===== src/rtl/fwd_source_pipe.sv =====
// EX/MEM + MEM/WB result pipeline feeding forwarding, writeback and load-use stall detection.
// Define FWD_SOURCE_STATS_EN to add the saturating stallCount load-use stall counter.
module fwd_source_pipe #(
    parameter int unsigned DATA_W   = 64,
    parameter int unsigned REG_W    = 5,
    parameter int unsigned ZERO_REG = 31
) (
    input  logic              clk,
    input  logic              reset,
    input  logic              exValid,
    input  logic              exRegWrite,
    input  logic              exIsLoad,
    input  logic [REG_W-1:0]  exReg,
    input  logic [DATA_W-1:0] exResult,
    input  logic [DATA_W-1:0] memLoadData,
    input  logic              memStall,
    input  logic              flush,
    input  logic [REG_W-1:0]  idReg1,
    input  logic [REG_W-1:0]  idReg2,
    input  logic              idUses1,
    input  logic              idUses2,
    output logic [REG_W-1:0]  ALUreg,
    output logic [REG_W-1:0]  MEMreg,
    output logic [DATA_W-1:0] ALUdata,
    output logic [DATA_W-1:0] MEMdata,
    output logic              ALUforward,
    output logic              MEMforward,
    output logic [REG_W-1:0]  wbReg,
    output logic [DATA_W-1:0] wbData,
    output logic              wbWrite,
    output logic              loadUseStall
`ifdef FWD_SOURCE_STATS_EN
    ,
    output logic [31:0]       stallCount
`endif
);

    localparam logic [REG_W-1:0] ZeroReg = REG_W'(ZERO_REG);

    // EX/MEM entry
    logic              em_valid_q;
    logic              em_reg_write_q;
    logic              em_is_load_q;
    logic [REG_W-1:0]  em_reg_q;
    logic [DATA_W-1:0] em_result_q;

    // MEM/WB entry
    logic              mw_valid_q;
    logic              mw_reg_write_q;
    logic [REG_W-1:0]  mw_reg_q;
    logic [DATA_W-1:0] mw_data_q;
    logic              mw_wb_done_q;

    logic em_writes_real;
    logic src1_hit;
    logic src2_hit;

    always_ff @(posedge clk) begin
        if (reset) begin
            em_valid_q     <= 1'b0;
            em_reg_write_q <= 1'b0;
            em_is_load_q   <= 1'b0;
            em_reg_q       <= '0;
            em_result_q    <= '0;
            mw_valid_q     <= 1'b0;
            mw_reg_write_q <= 1'b0;
            mw_reg_q       <= '0;
            mw_data_q      <= '0;
            mw_wb_done_q   <= 1'b0;
        end else if (!memStall) begin
            em_valid_q     <= exValid & ~flush;
            em_reg_write_q <= exRegWrite;
            em_is_load_q   <= exIsLoad;
            em_reg_q       <= exReg;
            em_result_q    <= exResult;
            mw_valid_q     <= em_valid_q;
            mw_reg_write_q <= em_reg_write_q;
            mw_reg_q       <= em_reg_q;
            mw_data_q      <= em_is_load_q ? memLoadData : em_result_q;
            mw_wb_done_q   <= 1'b0;
        end else begin
            // Both entries hold; remember that this entry already wrote the register file.
            mw_wb_done_q   <= mw_wb_done_q | wbWrite;
        end
    end

    always_comb begin
        em_writes_real = em_valid_q & em_reg_write_q & (em_reg_q != ZeroReg);
        src1_hit       = idUses1 & (idReg1 == em_reg_q);
        src2_hit       = idUses2 & (idReg2 == em_reg_q);

        ALUreg         = em_reg_q;
        ALUdata        = em_result_q;
        ALUforward     = em_writes_real & ~em_is_load_q;

        MEMreg         = mw_reg_q;
        MEMdata        = mw_data_q;
        MEMforward     = mw_valid_q & mw_reg_write_q & (mw_reg_q != ZeroReg);

        wbReg          = mw_reg_q;
        wbData         = mw_data_q;
        wbWrite        = MEMforward & ~mw_wb_done_q;

        loadUseStall   = em_writes_real & em_is_load_q & (src1_hit | src2_hit);
    end

`ifdef FWD_SOURCE_STATS_EN
    logic [31:0] stall_count_q;

    always_ff @(posedge clk) begin
        if (reset) begin
            stall_count_q <= '0;
        end else if (loadUseStall && !memStall && (stall_count_q != 32'hFFFF_FFFF)) begin
            stall_count_q <= stall_count_q + 32'd1;
        end
    end

    assign stallCount = stall_count_q;
`endif

endmodule


===== config.mk =====
export PLATFORM = sky130hd
export DESIGN_NAME = fwd_source_pipe
export DESIGN_NICKNAME = d
export VERILOG_FILES = /design/src/rtl/fwd_source_pipe.sv
export SDC_FILE = /design/constraint.sdc
export NUM_CORES = 1
export LEC_CHECK = 0
export BUFFER_PORTS_ARGS = -buffer_cell sky130_fd_sc_hd__buf_2
export CELL_PAD_IN_SITES_DETAIL_PLACEMENT = 2
export CELL_PAD_IN_SITES_GLOBAL_PLACEMENT = 2
export CORE_ASPECT_RATIO = 0.7
export CORE_MARGIN = 3
export CORE_UTILIZATION = 26
export DETAILED_ROUTE_END_ITERATION = 16
export GPL_TIMING_DRIVEN = 0
export PLACE_DENSITY = 0.93
export RECOVER_POWER = 50
export SLEW_MARGIN = 20
export SYNTH_ARGS = -nofsm -noshare
export SYNTH_HDL_FRONTEND = slang
export SYNTH_SLANG_ARGS = --single-unit

===== constraint.sdc =====
create_clock -name clk -period 3.4 [get_ports clk]
set_input_delay 0.68 -clock clk [delete_from_list [all_inputs] [get_ports clk]]
set_output_delay 0.68 -clock clk [all_outputs]
set_load 0.01 [all_outputs]

==> results of run 1 <==
## stage by stage
step / cells / instance area [um^2]
after detailed placement: 1379 / 8547
after global placement: 1379 / 8547
after global routing: 1412 / 9121
final: 1413 / 9124
after floorplan: 701 / 6347
after CTS: 1411 / 9223
## cells by family after synthesis
logic type	count (synthesis)	share of synthesized area
and+or+nand+nor	220	0.1335
DFF	144	0.4542
xor gates and xnor gates	10	0.01380
muxes	142	0.2239
buffers and inverters	117	0.1193
AOI/OAI and AO/OA	68	0.05539
## flip-flops by register name (all words and copies together) (netlist names)
signal	flops
ALUdata	64
mw_wb_done_q	1
MEMreg	5
em_reg_write_q	1
ALUreg	5
mw_reg_write_q	1
em_valid_q	1
mw_valid_q	1
em_is_load_q	1
MEMdata	64
## power by group through the flow
stage,Clock [W],Sequential [W],Combinational (W)
2_1_floorplan,0,0.00191,0.000348
3_3_place_gp,0,0.00189,0.000674
3_5_place_dp,0,0.00190,0.000710
4_1_cts,0.00224,0.00186,0.000717
5_1_grt,0.00232,0.00188,0.000763
6_report,0.00219,0.00186,0.000694
## cells in the mapped netlist
cell	n
a211oi_2	1
a21oi_1	65
a31oi_1	1
and3_1	1
buf_1	3
buf_2	17
buf_4	71
buf_6	4
clkbuf_1	21
dfxtp_1	144
inv_1	1
mux2i_1	142
nand2_1	2
nand3_1	3
nor2_1	209
nor2b_1	1
nor3b_1	2
nor4_1	2
o211ai_1	1
xnor2_1	2
xor2_1	8
## final cells by class
type	instances	area (um^2)
Fill cell	2806	14690
Sequential cell	144	2883
Multi-Input combinational cell	440	2708
Timing Repair Buffer	360	1714
Buffer	116	737.0
Clock buffer	19	442.9
Tap cell	318	397.9
Clock inverter	13	232.7
Antenna cell	2	5.005
Inverter	1	3.754
## worst max-delay path by stage
stage | from | to | slack (ns) | cells past startpoint
finish | ALUreg[3] | loadUseStall | 0.81 | 5
global route | ALUreg[3] | loadUseStall | 0.63 | 5
CTS | ALUreg[0] | loadUseStall | 0.77 | 5
detailed placement | idReg1[0] | loadUseStall | 0.92 | 6
global placement | idReg2[1] | loadUseStall | 0.91 | 6
floorplan | idReg1[0] | loadUseStall | 1.25 | 4
## layer usage
layer  up-vias  share of wire  track usage
met2       221           0.51       0.3798
met4         0          0.019      0.06510
met5         -              0            0
met3        42          0.058      0.05274
li1       3006              -            -
met1      3163           0.41       0.2423
## critical path, delay by kind of cell, from the launching register on
family	cells	cell delay, ns
AO/OA/AOI/OAI	1	0.23
XOR/XNOR	1	0.11
buffers and inverters	1	0.17
flip-flops	1	0.50
AND/OR/NAND/NOR	2	0.47
==> results.py, run 1 <==
metrics = {
    "critical_path": {
        "critPathLaunchType": "register",
        "cpPeakStageDelay_ns": 0.50,
        "r2r-end": "MEMdata[38]",
        "cp_slowest_cell": "dfxtp_1",
        "path_cells": "xor2_1 -> nor4_1 -> nand3_1 -> a211oi_2 -> buf_2",
        "worstSetupPathType": "register to primary output",
        "cp_max_fo": 6,
        "crit_required_ns": 2.72,
        "critPathArrivalTime_ns": 1.91,
        "crit_path_end_kind": "primary output",
        "ff2ff_path_depth": 7,
        "worstReg2RegStart": "em_is_load_q",
        "worst-r2r-setup-slack_ns": 1.72,
    },
    "timing": {
        "hold_violations": 0,
        "worst_slack_ns": 0.8102,
        "rsz0062_at_grt": "false",
        "worstMarginPinSlew_ns": 1.018,
        "maxSlewViolCount": 0,
        "setup_tns_ns": 0,
        "setup-violations-final": 0,
        "fin_crit_sh": 0.7617,
        "finalClockSkew_ns": 0.01021,
        "fin_crit_ns": 2.590,
        "whs_ns": 0.4800,
        "fmax_mhz": 386.1,
        "max_slew_margin": 0.3215,
    },
    "yosys": {
        "syn_area_mm2": 0.006347,
        "synth_area_leaders": "dfxtp_1 45%, mux2i_1 22%, nor2_1 12%",
        "synth_top_area_cell": "dfxtp_1",
        "synth-seq-cells": 144,
        "synthCells": 701,
        "synth_top_area_share": 0.4542,
        "yosysWarnings": 0,
        "ys_seq_area_frac": 0.4542,
        "synthDistinctLibCells": 21,
        "synth.net_count": 853,
        "postSynthAreaPerCell_um2": 9.055,
    },
    "global_routing": {
        "grt_max_degree": 17,
        "antenna_found_initial": 1,
        "grt_remaining_overflow": 0,
        "grt_use_total": 0.2093,
        "grt_pass1_wl_um": 41500,
        "grt_pass1_vias": 7108,
    },
    "power_and_ir_drop": {
        "p_clk_frac": 0.461,
        "p_int_w": 0.003490,
        "p_leak_nw": 4.559,
        "irDropWorstVdd_mv": 0.3224,
        "pwr-share-seq": 0.392,
        "total_power_w": 0.004748,
        "switchingPower_w": 0.001258,
        "cellPowerDensity_mw_per_mm2": 520.4,
        "swShare": 0.2650,
        "power_frac_comb": 0.146,
    },
    "hold_path": {
        "min_to": "ALUdata[17]",
        "hp-class": "input port to register",
        "min_from": "exResult[17]",
        "whs_path_depth": 3,
    },
    "detailed_routing": {
        "antenna_left": 0,
        "dr.pass1.iters": 4,
        "drc": 0,
        "wl_um": 28470,
        "viasPerCell": 4.552,
        "vias": 6432,
        "drt_iter0_markers": 152,
        "routedWlPerCell_um": 20.15,
    },
    "clocking": {
        "numCtsBuffers": 17,
        "h-tree-depth": 4,
        "cts-root-buf": "clkbuf_16",
        "post_cts_buffers": 0,
        "cts_tree": "done",
        "cts.path.max_buffers": 2,
        "hold_buffers": 0,
        "cts_sinks": 144,
        "worstSkewPairLatency_ns": 0.43,
        "cts-resized-gates": 0,
        "clk_pin_slew_ns": 0.06,
    },
    "floorplan": {
        "die_width_um": 192.8,
        "dieArea_mm2": 0.02635,
        "start_util": 0.2665,
        "rows": 47,
        "coreArea_mm2": 0.02382,
        "io_pins": 363,
        "chipHeight_um": 136.7,
    },
    "layout": {
        "area_growth_pct": 43.74,
        "layout_commonest_cell": "buf_2",
        "layout.nets": 1232,
        "layout_common_cells": "294 x buf_2, 209 x nor2_1, 144 x dfxtp_1",
        "drive_above_1_share": 0.3669,
        "utilization": 0.3831,
    },
    "place": {
        "numPortBuffers": 360,
        "pre_cts_ws_ns": 0.9187,
        "place_congestion": 0.7623,
        "post-dp-hpwl_um": 22490,
    },
    "job": {
        "max_cap_violations": 0,
    },
    "status": {
        "status": "complete, no violations",
    },
}
No activity file was read; power rests on OpenSTA's default activity.
==> inputs of run 2 (changes only) <==
CORE_UTILIZATION = 22   (was 26)
PLACE_DENSITY = 0.85   (was 0.93)
clock period = 2.3 ns   (was 3.4 ns; I/O delays follow)
==> results.py, run 2 (synthesis gave the netlist of run 1 again) <==
metrics = {
    "floorplan": {
        "start_util": 0.2261,
        "die_width_um": 209.0,
        "coreArea_mm2": 0.02808,
        "chipHeight_um": 148.1,
        "rows": 51,
        "dieArea_mm2": 0.03096,
        "io_pins": 363,
    },
    "timing": {
        "whs_ns": 0.2666,
        "finalClockSkew_ns": 0.007419,
        "worstMarginPinSlew_ns": 0.9331,
        "fin_crit_ns": 2.278,
        "worst_slack_ns": 0.02200,
        "maxSlewViolCount": 0,
        "setup-violations-final": 0,
        "rsz0062_at_grt": "true",
        "fin_crit_sh": 0.9904,
        "fmax_mhz": 439.0,
        "max_slew_margin": 0.3779,
        "hold_violations": 0,
    },
    "critical_path": {
        "crit_path_end_kind": "primary output",
        "critPathArrivalTime_ns": 1.82,
        "critPathLaunchType": "register",
        "crit_required_ns": 1.84,
        "path_cells": "buf_6 -> xor2_1 -> nor4_1 -> nand3_1 -> a211oi_2 -> buf_2",
        "cpPeakStageDelay_ns": 0.36,
        "cp_slowest_cell": "dfxtp_4",
        "cp_max_fo": 4,
        "worstSetupPathType": "register to primary output",
    },
    "hold_path": {
        "hp-class": "input port to register",
    },
    "clocking": {
        "cts_tree": "done",
        "h-tree-depth": 4,
        "cts_sinks": 144,
        "cts.path.max_buffers": 2,
        "cts-root-buf": "clkbuf_16",
        "worstSkewPairLatency_ns": 0.42,
        "numCtsBuffers": 17,
        "clk_pin_slew_ns": 0.06,
        "hold_buffers": 0,
    },
    "detailed_routing": {
        "vias": 6280,
        "dr.pass1.iters": 4,
        "antenna_left": 0,
        "viasPerCell": 4.278,
        "wl_um": 27470,
        "routedWlPerCell_um": 18.71,
        "drt_iter0_markers": 122,
        "drc": 0,
    },
    "global_routing": {
        "grt_remaining_overflow": 0,
        "grt_pass1_vias": 6933,
        "grt_max_degree": 17,
        "antenna_found_initial": 3,
        "grt_use_total": 0.1750,
        "grt_pass1_wl_um": 41860,
    },
    "place": {
        "pre_cts_ws_ns": 0.2445,
        "numPortBuffers": 360,
        "place_congestion": 0.7408,
        "post-dp-hpwl_um": 22030,
    },
    "layout": {
        "multi_input_area_mm2": 0.002729,
        "layout_commonest_cell": "buf_2",
        "n_fill_cell": 3325,
        "drive_above_1_share": 0.3540,
        "layout.nets": 1235,
        "layout_common_cells": "272 x buf_2, 209 x nor2_1, 142 x mux2i_1",
        "seqCellArea_mm2": 0.002893,
        "utilization": 0.3242,
        "area_growth_pct": 43.41,
    },
    "power_and_ir_drop": {
        "cellPowerDensity_mw_per_mm2": 709.0,
        "p_leak_nw": 4.433,
        "irDropWorstVdd_mv": 0.4709,
    },
    "job": {
        "max_cap_violations": 0,
    },
    "status": {
        "status": "complete, no violations",
    },
}
## run 2: where the power goes
| part | internal (W) | switching, W | leakage [nW] |
|---|---|---|---|
| registers | 0.00263 | 0.000123 | 1.18 |
| logic | 0.000462 | 0.000552 | 2.98 |
| clock network | 0.00157 | 0.00112 | 0.272 |
| total | 0.00465 | 0.00180 | 4.43 |
## run 2: worst paths after layout
check | slack, ns | from | depth (start not counted) | end
setup / recovery | 0.02 | ALUreg[0] | 6 | loadUseStall
hold / removal | 0.27 | exResult[56] | 3 | ALUdata[56]
setup reg to reg | 0.69 | em_is_load_q | 7 | MEMdata[42]
hold reg to reg | 0.50 | mw_wb_done_q | 2 | mw_wb_done_q
## run 2: metal layers
metal,share of wire,global-route usage
met1,0.44,0.2193
met2,0.50,0.3032
met3,0.047,0.04533
met4,0.010,0.04149
met5,0.00025,0
## run 2: stage by stage
step           setup TNS, ns  total power, W  area [um^2]  instances
2_1_floorplan              0        0.003344         6347        701
3_3_place_gp               0        0.003806         8613       1432
3_5_place_dp               0        0.003852         8613       1432
4_1_cts                    0        0.006584         9195       1465
5_1_grt             -0.06191        0.006794         9102       1468
6_report                   0        0.006454         9102       1468
## run 2: critical path, delay by kind of cell (launching register included)
family / cells / cell delay (ns)
XOR/XNOR: 1 / 0.15
flip-flops: 1 / 0.36
buffers and inverters: 2 / 0.28
AO/OA/AOI/OAI: 1 / 0.19
AND/OR/NAND/NOR: 2 / 0.42
## run 2: cell type report
cell class	count	area share
timing repair buffer	363	0.1880
inverter	1	0.0004124
buffer	116	0.08110
sequential	144	0.3178
tap	371	0.05100
clock inverter	10	0.009485
clock buffer	22	0.05210
multi-input combinational	440	0.2998
antenna	1	0.0002749
## run 2: repair_timing
| item | in CTS | in global routing |
|---|---|---|
| setup endpoints to repair | 1 | 1 |
| setup buffers | 1 | 2 |
| cloned | 0 | 0 |
| pin swaps | 2 | 5 |
| hold endpoints to repair | 0 | 0 |
| resized for setup | 6 | 4 |
